## src/rtl/gray_step_sequencer_pkg.sv

```systemverilog
// rtl/gray_step_sequencer_pkg.sv - shared state encoding and default widths for the gray step sequencer
package gray_step_sequencer_pkg;

  localparam int DEF_WIDTH = 3;
  localparam int DEF_CNT_W = 8;

  typedef enum logic [1:0] {
    IDLE = 2'd0,
    RUN  = 2'd1,
    DONE = 2'd2
  } state_t;

endpackage

```

## src/rtl/gray_step_sequencer_if.sv

```systemverilog
// rtl/gray_step_sequencer_if.sv - host control and position bus of the gray step sequencer
interface gray_step_sequencer_if
  import gray_step_sequencer_pkg::*;
#(
  parameter int WIDTH = DEF_WIDTH,
  parameter int CNT_W = DEF_CNT_W
) ();

  logic             start;
  logic [WIDTH-1:0] start_val;
  logic [CNT_W-1:0] num_steps;
  logic             dir;
  logic             pause;
  logic             abort;
  logic [WIDTH-1:0] bin_out;
  logic [WIDTH-1:0] gray_out;
  logic             step_valid;
  logic             busy;
  logic             done;

  // master is the host issuing runs; slave is the sequencer
  modport master (
    output start, start_val, num_steps, dir, pause, abort,
    input  bin_out, gray_out, step_valid, busy, done
  );

  modport slave (
    input  start, start_val, num_steps, dir, pause, abort,
    output bin_out, gray_out, step_valid, busy, done
  );

endinterface

```

## src/rtl/gray_step_sequencer_gray_encode.sv

```systemverilog
// rtl/gray_step_sequencer_gray_encode.sv - combinational binary to Gray converter
module gray_encode #(
  parameter int WIDTH = 3
) (
  input  logic [WIDTH-1:0] bin,
  output logic [WIDTH-1:0] gray
);

  assign gray = bin ^ (bin >> 1);

endmodule

```

## src/rtl/gray_step_sequencer.sv

```systemverilog
// rtl/gray_step_sequencer.sv - steps a binary position up or down and registers it with its Gray code
module gray_step_sequencer
  import gray_step_sequencer_pkg::*;
#(
  parameter int WIDTH = DEF_WIDTH,
  parameter int CNT_W = DEF_CNT_W
) (
  input  logic                 clk,
  input  logic                 rst_n,
  gray_step_sequencer_if.slave bus
);

  state_t           state, state_n;
  logic [WIDTH-1:0] bin_q, bin_n;
  logic [WIDTH-1:0] gray_q, gray_n;
  logic [CNT_W-1:0] rem_q, rem_n;
  logic             dir_q, dir_n;
  logic             step_q, step_n;
  logic             busy_q, busy_n;
  logic             done_q, done_n;

  always_comb begin
    state_n = state;
    bin_n   = bin_q;
    rem_n   = rem_q;
    dir_n   = dir_q;
    step_n  = 1'b0;
    case (state)
      IDLE: begin
        if (bus.start) begin
          bin_n   = bus.start_val;
          rem_n   = bus.num_steps;
          dir_n   = bus.dir;
          state_n = (bus.num_steps == '0) ? DONE : RUN;
        end
      end
      RUN: begin
        // abort wins over pause and leaves the position where it is
        if (bus.abort) begin
          state_n = IDLE;
        end else if (!bus.pause) begin
          bin_n  = dir_q ? bin_q + WIDTH'(1) : bin_q - WIDTH'(1);
          rem_n  = rem_q - CNT_W'(1);
          step_n = 1'b1;
          if (rem_q == CNT_W'(1)) begin
            state_n = DONE;
          end
        end
      end
      DONE: begin
        state_n = IDLE;
      end
      default: begin
        state_n = IDLE;
      end
    endcase
    busy_n = (state_n == RUN);
    done_n = (state_n == DONE);
  end

  // Gray is derived from the next binary value so both register on the same edge
  gray_encode #(
    .WIDTH(WIDTH)
  ) u_gray_encode (
    .bin  (bin_n),
    .gray (gray_n)
  );

  always_ff @(posedge clk or negedge rst_n) begin
    if (!rst_n) begin
      state  <= IDLE;
      bin_q  <= '0;
      gray_q <= '0;
      rem_q  <= '0;
      dir_q  <= 1'b0;
      step_q <= 1'b0;
      busy_q <= 1'b0;
      done_q <= 1'b0;
    end else begin
      state  <= state_n;
      bin_q  <= bin_n;
      gray_q <= gray_n;
      rem_q  <= rem_n;
      dir_q  <= dir_n;
      step_q <= step_n;
      busy_q <= busy_n;
      done_q <= done_n;
    end
  end

  assign bus.bin_out    = bin_q;
  assign bus.gray_out   = gray_q;
  assign bus.step_valid = step_q;
  assign bus.busy       = busy_q;
  assign bus.done       = done_q;

endmodule
```

## src/flat_wrapper.sv

```systemverilog
// flat-port wrapper written by rule: the top's interface ports become plain ports
module gray_step_sequencer_flat import gray_step_sequencer_pkg::*;
#(
  parameter int WIDTH = DEF_WIDTH,
  parameter int CNT_W = DEF_CNT_W
)
  (clk, rst_n, bus_start, bus_start_val, bus_num_steps, bus_dir, bus_pause, bus_abort, bus_bin_out, bus_gray_out, bus_step_valid, bus_busy, bus_done);
  gray_step_sequencer_if #(.WIDTH(WIDTH), .CNT_W(CNT_W)) bus_i ();
  input  logic clk;
  input  logic rst_n;
  input wire logic [$bits(bus_i.start)-1:0] bus_start;
  input wire logic [$bits(bus_i.start_val)-1:0] bus_start_val;
  input wire logic [$bits(bus_i.num_steps)-1:0] bus_num_steps;
  input wire logic [$bits(bus_i.dir)-1:0] bus_dir;
  input wire logic [$bits(bus_i.pause)-1:0] bus_pause;
  input wire logic [$bits(bus_i.abort)-1:0] bus_abort;
  output wire logic [$bits(bus_i.bin_out)-1:0] bus_bin_out;
  output wire logic [$bits(bus_i.gray_out)-1:0] bus_gray_out;
  output wire logic [$bits(bus_i.step_valid)-1:0] bus_step_valid;
  output wire logic [$bits(bus_i.busy)-1:0] bus_busy;
  output wire logic [$bits(bus_i.done)-1:0] bus_done;
  assign bus_i.start = bus_start;
  assign bus_i.start_val = bus_start_val;
  assign bus_i.num_steps = bus_num_steps;
  assign bus_i.dir = bus_dir;
  assign bus_i.pause = bus_pause;
  assign bus_i.abort = bus_abort;
  assign bus_bin_out = bus_i.bin_out;
  assign bus_gray_out = bus_i.gray_out;
  assign bus_step_valid = bus_i.step_valid;
  assign bus_busy = bus_i.busy;
  assign bus_done = bus_i.done;
  gray_step_sequencer #(.WIDTH(WIDTH), .CNT_W(CNT_W)) u_core (.clk(clk), .rst_n(rst_n), .bus(bus_i));
endmodule
```

## config.mk

```make
export PLATFORM = sky130hd
export DESIGN_NAME = gray_step_sequencer_flat
export DESIGN_NICKNAME = d
export VERILOG_FILES = /design/src/rtl/gray_step_sequencer_pkg.sv /design/src/rtl/gray_step_sequencer_if.sv /design/src/rtl/gray_step_sequencer_gray_encode.sv /design/src/rtl/gray_step_sequencer.sv /design/src/flat_wrapper.sv
export SDC_FILE = /design/constraint.sdc
export NUM_CORES = 1
export LEC_CHECK = 0
export CORE_MARGIN = 4
export CORE_UTILIZATION = 40
export DETAILED_ROUTE_END_ITERATION = 7
export PLACE_DENSITY = 0.73
export REMOVE_ABC_BUFFERS = 1
export SKIP_LAST_GASP = 1
export SLEW_MARGIN = 30
export SYNTH_ARGS = -nofsm -noshare
export SYNTH_HDL_FRONTEND = slang
export SYNTH_HIERARCHICAL = 1
export SYNTH_SLANG_ARGS = --single-unit
```

## constraint.sdc

```tcl
create_clock -name clk -period 2.2 [get_ports clk]
set_clock_uncertainty 0.1 [all_clocks]
set_input_delay 0.44 -clock clk [delete_from_list [all_inputs] [get_ports clk]]
set_output_delay 0.44 -clock clk [all_outputs]
set_load 0.01 [all_outputs]
```

======== After elaboration in Yosys (flattened, before gate mapping) ========
Index checks and enable logic that the tools add are counted.
operators by class
  add/subtract/negate cells ............... 3
  equal/unequal tests ..................... 7
  multiplexer cells ....................... 18
  bitwise logic cells ..................... 1
  reductions and logical operators ........ 5
operators with widths
  operator               number
  $mux W8                3
  $pmux W8 S2            1
  $mux W3                4
  $mux W2                5
  $eq A8 B1 Y1 const B   1
  $logic_not A8 Y1       1
  $sub A8 B1 Y8 const B  1
  $ne A2 B2 Y1 const B   3
  $pmux W3 S2            1
  $eq A2 B1 Y1 const B   2
  $pmux W2 S2            1
  $reduce_and A4 Y1      1
  $add A3 B1 Y3 const B  1
  $mux W1                3
  $sub A3 B1 Y3 const B  1
  $xor A3 B2 Y3          1
  $eq A2 B2 Y1 const B   1
  $logic_not A2 Y1       1
  $reduce_and A2 Y1      1
  $reduce_bool A2 Y1     1
word-level totals
  flip-flop bits (word level) ............. 20
  input port bits ......................... 17
  output and inout port bits .............. 9
  logic and storage cells ................. 42

======== Logic depth before layout (Yosys ltp) ========
Gate-level depths: netlist (run 1).
  word-level depth ........................ 6
  gate-level depth with buffers ........... 7
  mapped depth without buffers ............ 7

======== By module ========
Netlist (run 1), hierarchy kept.
modules (own cells, without submodules)
  module               instances  cells each  area an instance (um^2)  seq. area each (um^2)
  gray_step_sequencer  1          103         1,051.0                  500.5
  gray_encode          1          3           25.0                     0.0

======== Least setup slack after synthesis (run 1) ========
Ideal clock, no wire load.
  path type ............................... reg-to-reg
  start ................................... register u_core.bin_q[0] (netlist: u_core/bus.bin_out[0])
  end ..................................... register u_core.gray_q[1] (netlist: u_core/bus.gray_out[1])
  setup time .............................. 138 ps
  arrival ................................. 1,629 ps
  required time ........................... 1,962 ps
  slack ................................... 333 ps
  cell stages (with the launch flop) ...... 8
  buffers on the path ..................... 0
  period minus slack after synthesis ...... 1,867 ps
  cells stage by stage .................... dfrtp_1 inv_1 fa_1 xnor2_1 nor3_1 mux2i_1 a21oi_1 xor2_1
on the way
  longest elaborated chain between the ends .. 6
  elaborated cells on any way between the ends .. 7
  classes of those cells .................. add/sub: 2; mux: 4; bitwise: 1
RTL lines
  what                                            RTL line                              source
  start: declaration                              gray_step_sequencer.sv:14             logic [WIDTH-1:0] bin_q, bin_n;
  start signal: assignment                        gray_step_sequencer.sv:81             bin_q <= bin_n;
  $sub A3 B1 Y3 or $add A3 B1 Y3 (tied branches)  gray_step_sequencer.sv:42             bin_n = dir_q ? bin_q + WIDTH'(1) : bin_q - WIDTH'(1);
  $mux W3 (*)                                     gray_step_sequencer.sv:42
  $mux W3 (*)                                     gray_step_sequencer.sv:41             end else if (!bus.pause) begin
  $mux W3 (*)                                     gray_step_sequencer.sv:39             if (bus.abort) begin
  $pmux W3 S2 (*)                                 gray_step_sequencer.sv:28             case (state)
  net u_core.bin_n[2]                             gray_step_sequencer.sv:14
  $xor A3 B2 Y3 (*)                               gray_step_sequencer_gray_encode.sv:9  assign gray = bin ^ (bin >> 1);
  net u_core.gray_n[1]                            gray_step_sequencer.sv:15             logic [WIDTH-1:0] gray_q, gray_n;
  end signal: assignment                          gray_step_sequencer.sv:82             gray_q <= gray_n;
  end: declaration                                gray_step_sequencer.sv:15
The timed path passes the listed nets; every way through them passes the cells marked *.
A chain may end at the register's enable or synchronous reset.

======== Worst setup path in the final report (run 1) ========
Same ends and word-level chain as after synthesis.

==> results.json, run 1 <==
{
  "relSlewSlack_pct": 66.11,
  "status": "completed",
  "crit_fanout": 3,
  "stdcell_count": 166,
  "synth_top_family_by_area": "simple AND/OR/NAND/NOR gates",
  "final_hold_viol_count": 0,
  "crit_path_cell_trace": "inv_1 -> fa_1 -> xnor2_1 -> nor3_1 -> mux2i_1 -> a21oi_2 -> xor2_1",
  "nets": 158,
  "rows": 18,
  "reg2reg_from": "u_core/bus.bin_out[0]",
  "regArea_um2": 500.5,
  "post-route-util_pct": 55.06,
  "synth_cell_types": 36,
  "cpMaxStageDelayCell": "fa_1",
  "syn_to_final_growth_pct": 29.07,
  "yosys.area_share.xor_xnor_pct": 2.442,
  "dp.final_hpwl_um": 1839,
  "place_inst": 163,
  "cts_tree": "built",
  "ff2ff_setup_slack_ps": 170,
  "drv_slew": 0,
  "dr_wl_met3_um": 157,
  "min_period_ps": 2029,
  "worstSetupPathType": "reg -> reg",
  "hp-class": "in -> async",
  "synth_flop_cell": "dfrtp_1",
  "pin_count": 26,
  "required_ps": 2290,
  "crit_path_start": "u_core/bus.bin_out[0]",
  "critPathArrivalTime_ps": 2110,
  "final_antenna_net_count": 0,
  "clkSlewWorstSetupHoldPaths_ps": 110,
  "max_cap_violations": 0,
  "holdWs_ps": 355.1,
  "initialDrtViolationCount": 28,
  "ir_worst_vdd_uv": 562.9,
  "gp_congestion": 0.8969,
  "io_buffers": 25,
  "synth_edf_count": 0,
  "wl_per_cell_um": 14.65,
  "cts.htree.levels": 1,
  "max_freq_mhz": 492.8,
  "fin_tns_setup_ps": 0,
  "async_flop_share_pct": 100.0,
  "timing.final.crit_share_pct": 92.24,
  "fp.coreArea_um2": 2522,
  "cts_root_buf": "clkbuf_4",
  "setup_viol": 0,
  "rsz0062_at_grt": "no",
  "vias_per_cell": 5.518,
  "cts_buffer_depth": 2,
  "dr_wl_met2_um": 1164,
  "overflow": 0,
  "yosys.area_share.adder_pct": 4.186,
  "wl_met1_um": 1063,
  "r2r-end": "u_core/bus.gray_out[1]",
  "synth-seq-cells": 20,
  "syn_area_um2": 1076,
  "grt_pass1_vias": 876,
  "multi_input_area_um2": 506.7,
  "cts_buffers": 3,
  "die_y_um": 59.87,
  "p_per_area_nw_per_um2": 999.3,
  "drc": 0,
  "clk_latency_ps": 310,
  "grt_pass1_wl_um": 4195,
  "rr_worst_depth": 7,
  "avgSynthCellArea_um2": 10.15,
  "antenna_found_initial": 0,
  "critPathCapture": "u_core/bus.gray_out[1]",
  "cp-end-kind": "flip-flop",
  "leakage_nw": 0.5677,
  "top_layer_used": "met4",
  "yosys.area_share.simple_pct": 19.65,
  "seq_area_frac_synth_pct": 46.51,
  "yosys_warnings": 6,
  "num-fill-cells": 242,
  "antenna_cells": 0,
  "layout-drive-gt1-share_pct": 12.50,
  "worstSetupStartpointType": "flip-flop",
  "postRouteWirelength_um": 2432,
  "synthMuxAreaShare_pct": 1.977,
  "hold_buffers": 0,
  "cp_slowest_stage_delay_ps": 430,
  "dieArea_um2": 3584,
  "initial_core_util_pct": 42.66,
  "first_pass_iters": 4,
  "tightest_slew_ps": 503.7,
  "grt_usage_pct": 16.11,
  "synth_compound_area_share_pct": 18.49,
  "clock_sinks": 20,
  "vias": 916,
  "grt_start_max_net_pins": 21,
  "die-width_um": 59.87,
  "synth_cells": 106
}
-- cell usage after synthesis (all sizes together) (2+ instances only) --
library cell,number,area share [%]
a21oi,7,3.3
a22o,2,1.6
a22oi,3,2.1
buf,2,1.7
clkbuf,2,2.6
dfrtp,20,47
ha,2,2.3
inv,7,2.4
nand2,3,1.0
nand3,3,1.4
nor2,10,3.7
nor3,5,2.3
nor3b,2,1.9
nor4,5,2.9
o21ai,12,5.6
o2bb2ai,3,2.4
o31ai,2,1.4
xor2,2,1.6
-- registers in the layout (all words and copies together), names as in the netlist --
signal / cells
u_core/dir_q: 1
u_core/bus.step_valid: 1
u_core/bus.gray_out: 3
u_core/state: 2
u_core/bus.busy: 1
u_core/bus.bin_out: 3
u_core/bus.done: 1
u_core/rem_q: 8
-- report_power, final --
| part | leakage (nW) | switching, mW | internal [mW] |
|---|---|---|---|
| registers | 0.246 | 0.118 | 0.494 |
| clock network | 0.0138 | 0.115 | 0.0641 |
| logic | 0.308 | 0.291 | 0.307 |
| total | 0.568 | 0.523 | 0.864 |
-- layout by cell type (no fill, tap or decap), drive strengths merged, types with 2 or more instances in the layout --
cell,n
dfrtp,20
xor2,2
clkbuf,3
inv,7
nor3,5
nand3,3
nor3b,2
ha,2
a22oi,3
buf,6
nor4,5
o21ai,12
a22o,2
nand2,3
o2bb2ai,3
o31ai,2
clkdlybuf4s50,25
nor2,10
a21oi,7
-- per-stage QoR --
| stage | setup WS [ps] | total power, mW | cell area (µm²) |
|---|---|---|---|
| floorplan | 335.3 | 0.9553 | 1030 |
| global route | 32.74 | 1.511 | 1389 |
| global placement | 115.2 | 1.193 | 1363 |
| finish | 170.6 | 1.388 | 1389 |
| detailed placement | 30.92 | 1.211 | 1363 |
| CTS | 147.5 | 1.388 | 1385 |
-- per-layer routing --
| metal | up-vias | track usage, % |
|---|---|---|
| met2 | 25 | 23.30 |
| met4 | 0 | 6.646 |
| met3 | 5 | 4.536 |
| met1 | 440 | 22.45 |
| li1 | 446 | - |
| met5 | - | 0 |
-- how the worst min path moves through the flow --
| stage | slack (ps) | to | startpoint |
|---|---|---|---|
| 2_1_floorplan | 40 | u_core/bus.bin_out[0] | rst_n |
| 3_3_place_gp | 410 | u_core/rem_q[7] | u_core/rem_q[7] |
| 3_5_place_dp | 410 | u_core/rem_q[7] | u_core/rem_q[7] |
| 4_1_cts | 360 | u_core/dir_q | rst_n |
| 5_1_grt | 370 | u_core/bus.step_valid | rst_n |
| 6_report | 360 | u_core/bus.bin_out[1] | rst_n |
-- final cells by class --
class	count	area share, %
timing repair buffer	31	21.26
multi-input combinational	75	36.49
sequential	20	36.04
inverter	7	1.892
tap	30	2.703
clock buffer	3	1.622
-- worst max-delay path: cells and delay by family (launching register included) --
family	cells	cell delay (ps)
adders and majority gates	1	430
DFF	1	370
xor gates and xnor gates	2	310
muxes	1	260
and+or+nand+nor	1	240
AOI/OAI and AO/OA	1	110
buffers and inverters	1	80
-- cell families (layout without fill, tap and decap cells) --
logic type / after synthesis / in the layout
simple gates: 35 / 35
fa+ha+maj: 3 / 3
flops: 20 / 20
compound gates: 32 / 32
xor+xnor: 3 / 3
buf+inv: 11 / 41
mux: 2 / 2
-- what timing repair did --
item | in CTS | in global routing
endpoints found under the setup margin | 0 | 1
buffers inserted | 0 | 0
gates resized for setup | 0 | 1
No activity file was read; power rests on OpenSTA's default activity.
==> run 2, diff against run 1 <==
CORE_UTILIZATION = 48   (was 40)
PLACE_DENSITY = 0.84   (was 0.73)
==> run 2 against run 1 <==
  * Die area shrank 15%
  * Clock power is 69% higher
  * Highest routed layer unchanged
  * Core utilization increased by 14 points
  * First-iteration DRC count rose by 25%
  * Critical path depth unchanged
  * Critical endpoint unchanged
  * Global-route usage increased by 0.32 points
==> results.json, run 2 (synthesis gave the netlist of run 1 again) <==
{
  "critPathArrivalTime_ps": 2140,
  "final_common_cell": "clkdlybuf4s50_1",
  "rr_worst_depth": 7,
  "cts_tree": "built",
  "fin_tns_setup_ps": 0,
  "postRouteWirelength_um": 2431,
  "regArea_um2": 500.5,
  "crit_path_cell_trace": "inv_1 -> fa_1 -> xnor2_1 -> nor3_1 -> mux2i_1 -> a21oi_2 -> xor2_1",
  "final_antenna_net_count": 0,
  "syn_to_final_growth_pct": 30.81,
  "path_delay_family": "adder cells",
  "place_area_um2": 1351,
  "worstSetupStartpointType": "flip-flop",
  "first_pass_iters": 4,
  "layout-drive-gt1-share_pct": 12.50,
  "p_per_area_nw_per_um2": 1081,
  "ff2ff_setup_slack_ps": 150,
  "gp_congestion": 0.8766,
  "multi_input_area_um2": 506.7,
  "ir_worst_vdd_uv": 622.7,
  "dieArea_um2": 3063,
  "r2r-end": "u_core/bus.gray_out[1]",
  "critPathBufInv": 1,
  "rows": 16,
  "initialDrtViolationCount": 35,
  "hold_buffers": 0,
  "cts.htree.levels": 1,
  "cpMaxStageDelayCell": "fa_1",
  "max_freq_mhz": 488.8,
  "die_y_um": 55.35,
  "largest_register_ffs": 8,
  "cts_buffer_depth": 2,
  "min_period_ps": 2046,
  "cts_buffers": 3,
  "wl_per_cell_um": 14.91,
  "rsz0062_at_grt": "no",
  "dp.final_hpwl_um": 1865,
  "cp-end-kind": "flip-flop",
  "tightest_slew_ps": 489.0,
  "antenna_found_initial": 0,
  "grt_start_max_net_pins": 21,
  "clkSlewWorstSetupHoldPaths_ps": 130,
  "drv_slew": 0,
  "cts_root_buf": "clkbuf_4",
  "grt_usage_pct": 16.43,
  "pin_count": 26,
  "largest_register": "u_core/rem_q",
  "io_buffers": 25,
  "overflow": 0,
  "worstSetupPathType": "reg -> reg",
  "fp.coreArea_um2": 2042,
  "cp_slowest_stage_delay_ps": 440,
  "clock_sinks": 20,
  "vias_per_cell": 5.558,
  "nets": 157,
  "vias": 906,
  "setup_viol": 0,
  "initial_core_util_pct": 52.70,
  "relSlewSlack_pct": 67.10,
  "clk_latency_ps": 310,
  "num-fill-cells": 159,
  "crit_fanout": 3,
  "drc": 0,
  "status": "completed",
  "reg2reg_from": "u_core/bus.bin_out[0]",
  "timing.final.crit_share_pct": 92.99,
  "final_hold_viol_count": 0,
  "grt_pass1_vias": 910,
  "required_ps": 2290,
  "leakage_nw": 0.5765,
  "holdWs_ps": 347.8,
  "grt_pass1_wl_um": 4002,
  "final_cell_area_um2": 1408,
  "antenna_cells": 0,
  "final_cell_mix": "25 x clkdlybuf4s50_1, 20 x dfrtp_1, 10 x o21ai_0",
  "hp-class": "in -> async",
  "max_cap_violations": 0,
  "die-width_um": 55.35
}
## run 2: changes by cell type in the layout (fill, tap and decap cells not counted), sizes merged
cell,previous run,this run
bufinv,0,1
buf,6,5
## run 2: final cells by class
| cell class | instances | share of cell area, % |
|---|---|---|
| clock buffers | 3 | 1.600 |
| inverters | 7 | 1.867 |
| flip-flops and latches | 20 | 35.56 |
| well taps | 27 | 2.400 |
| repair buffers | 30 | 20.44 |
| clock inverters | 1 | 2.133 |
| multi-input cells | 75 | 36.00 |
## run 2: per-stage QoR
stage / utilization (%) / setup WS (ps) / cells / total power [mW]
after detailed placement: 66.18 / 50.58 / 159 / 1.212
after floorplan: - / 335.3 / 102 / 0.9553
after global routing: 68.93 / 52.32 / 163 / 1.618
after CTS: 68.75 / 163.0 / 163 / 1.518
final: 68.93 / 154.2 / 163 / 1.522
after global placement: 66.18 / 115.3 / 159 / 1.184
## run 2: what timing repair did
action                     CTS  global route
setup endpoints to repair    0             1
gates resized for setup      0             1
setup buffers                0             0
## run 2: how the worst max path moves through the flow
| stage | start | to | slack, ps | cells after the start |
|---|---|---|---|---|
| after floorplan | u_core/bus.bin_out[0] | u_core/bus.gray_out[1] | 340 | 7 |
| after global placement | bus_start | u_core/bus.gray_out[0] | 120 | 5 |
| after detailed placement | bus_start | u_core/bus.gray_out[1] | 50 | 5 |
| after CTS | u_core/bus.bin_out[0] | u_core/bus.gray_out[1] | 160 | 7 |
| after global routing | u_core/bus.bin_out[0] | u_core/bus.gray_out[1] | 50 | 7 |
| final | u_core/bus.bin_out[0] | u_core/bus.gray_out[1] | 150 | 7 |
## run 2: report_power, final
part / leakage (nW) / total, mW / switching [mW] / internal [mW]
clock network: 0.0279 / 0.302 / 0.118 / 0.184
logic: 0.303 / 0.606 / 0.299 / 0.307
registers: 0.246 / 0.614 / 0.121 / 0.494
## run 2: layer usage
metal	share of wire (%)	global-route usage, %	up-vias
li1	-	-	448
met1	44	20.99	427
met2	50	26.52	27
met3	5.0	3.030	4
met4	1.6	7.986	0
met5	0	0	-
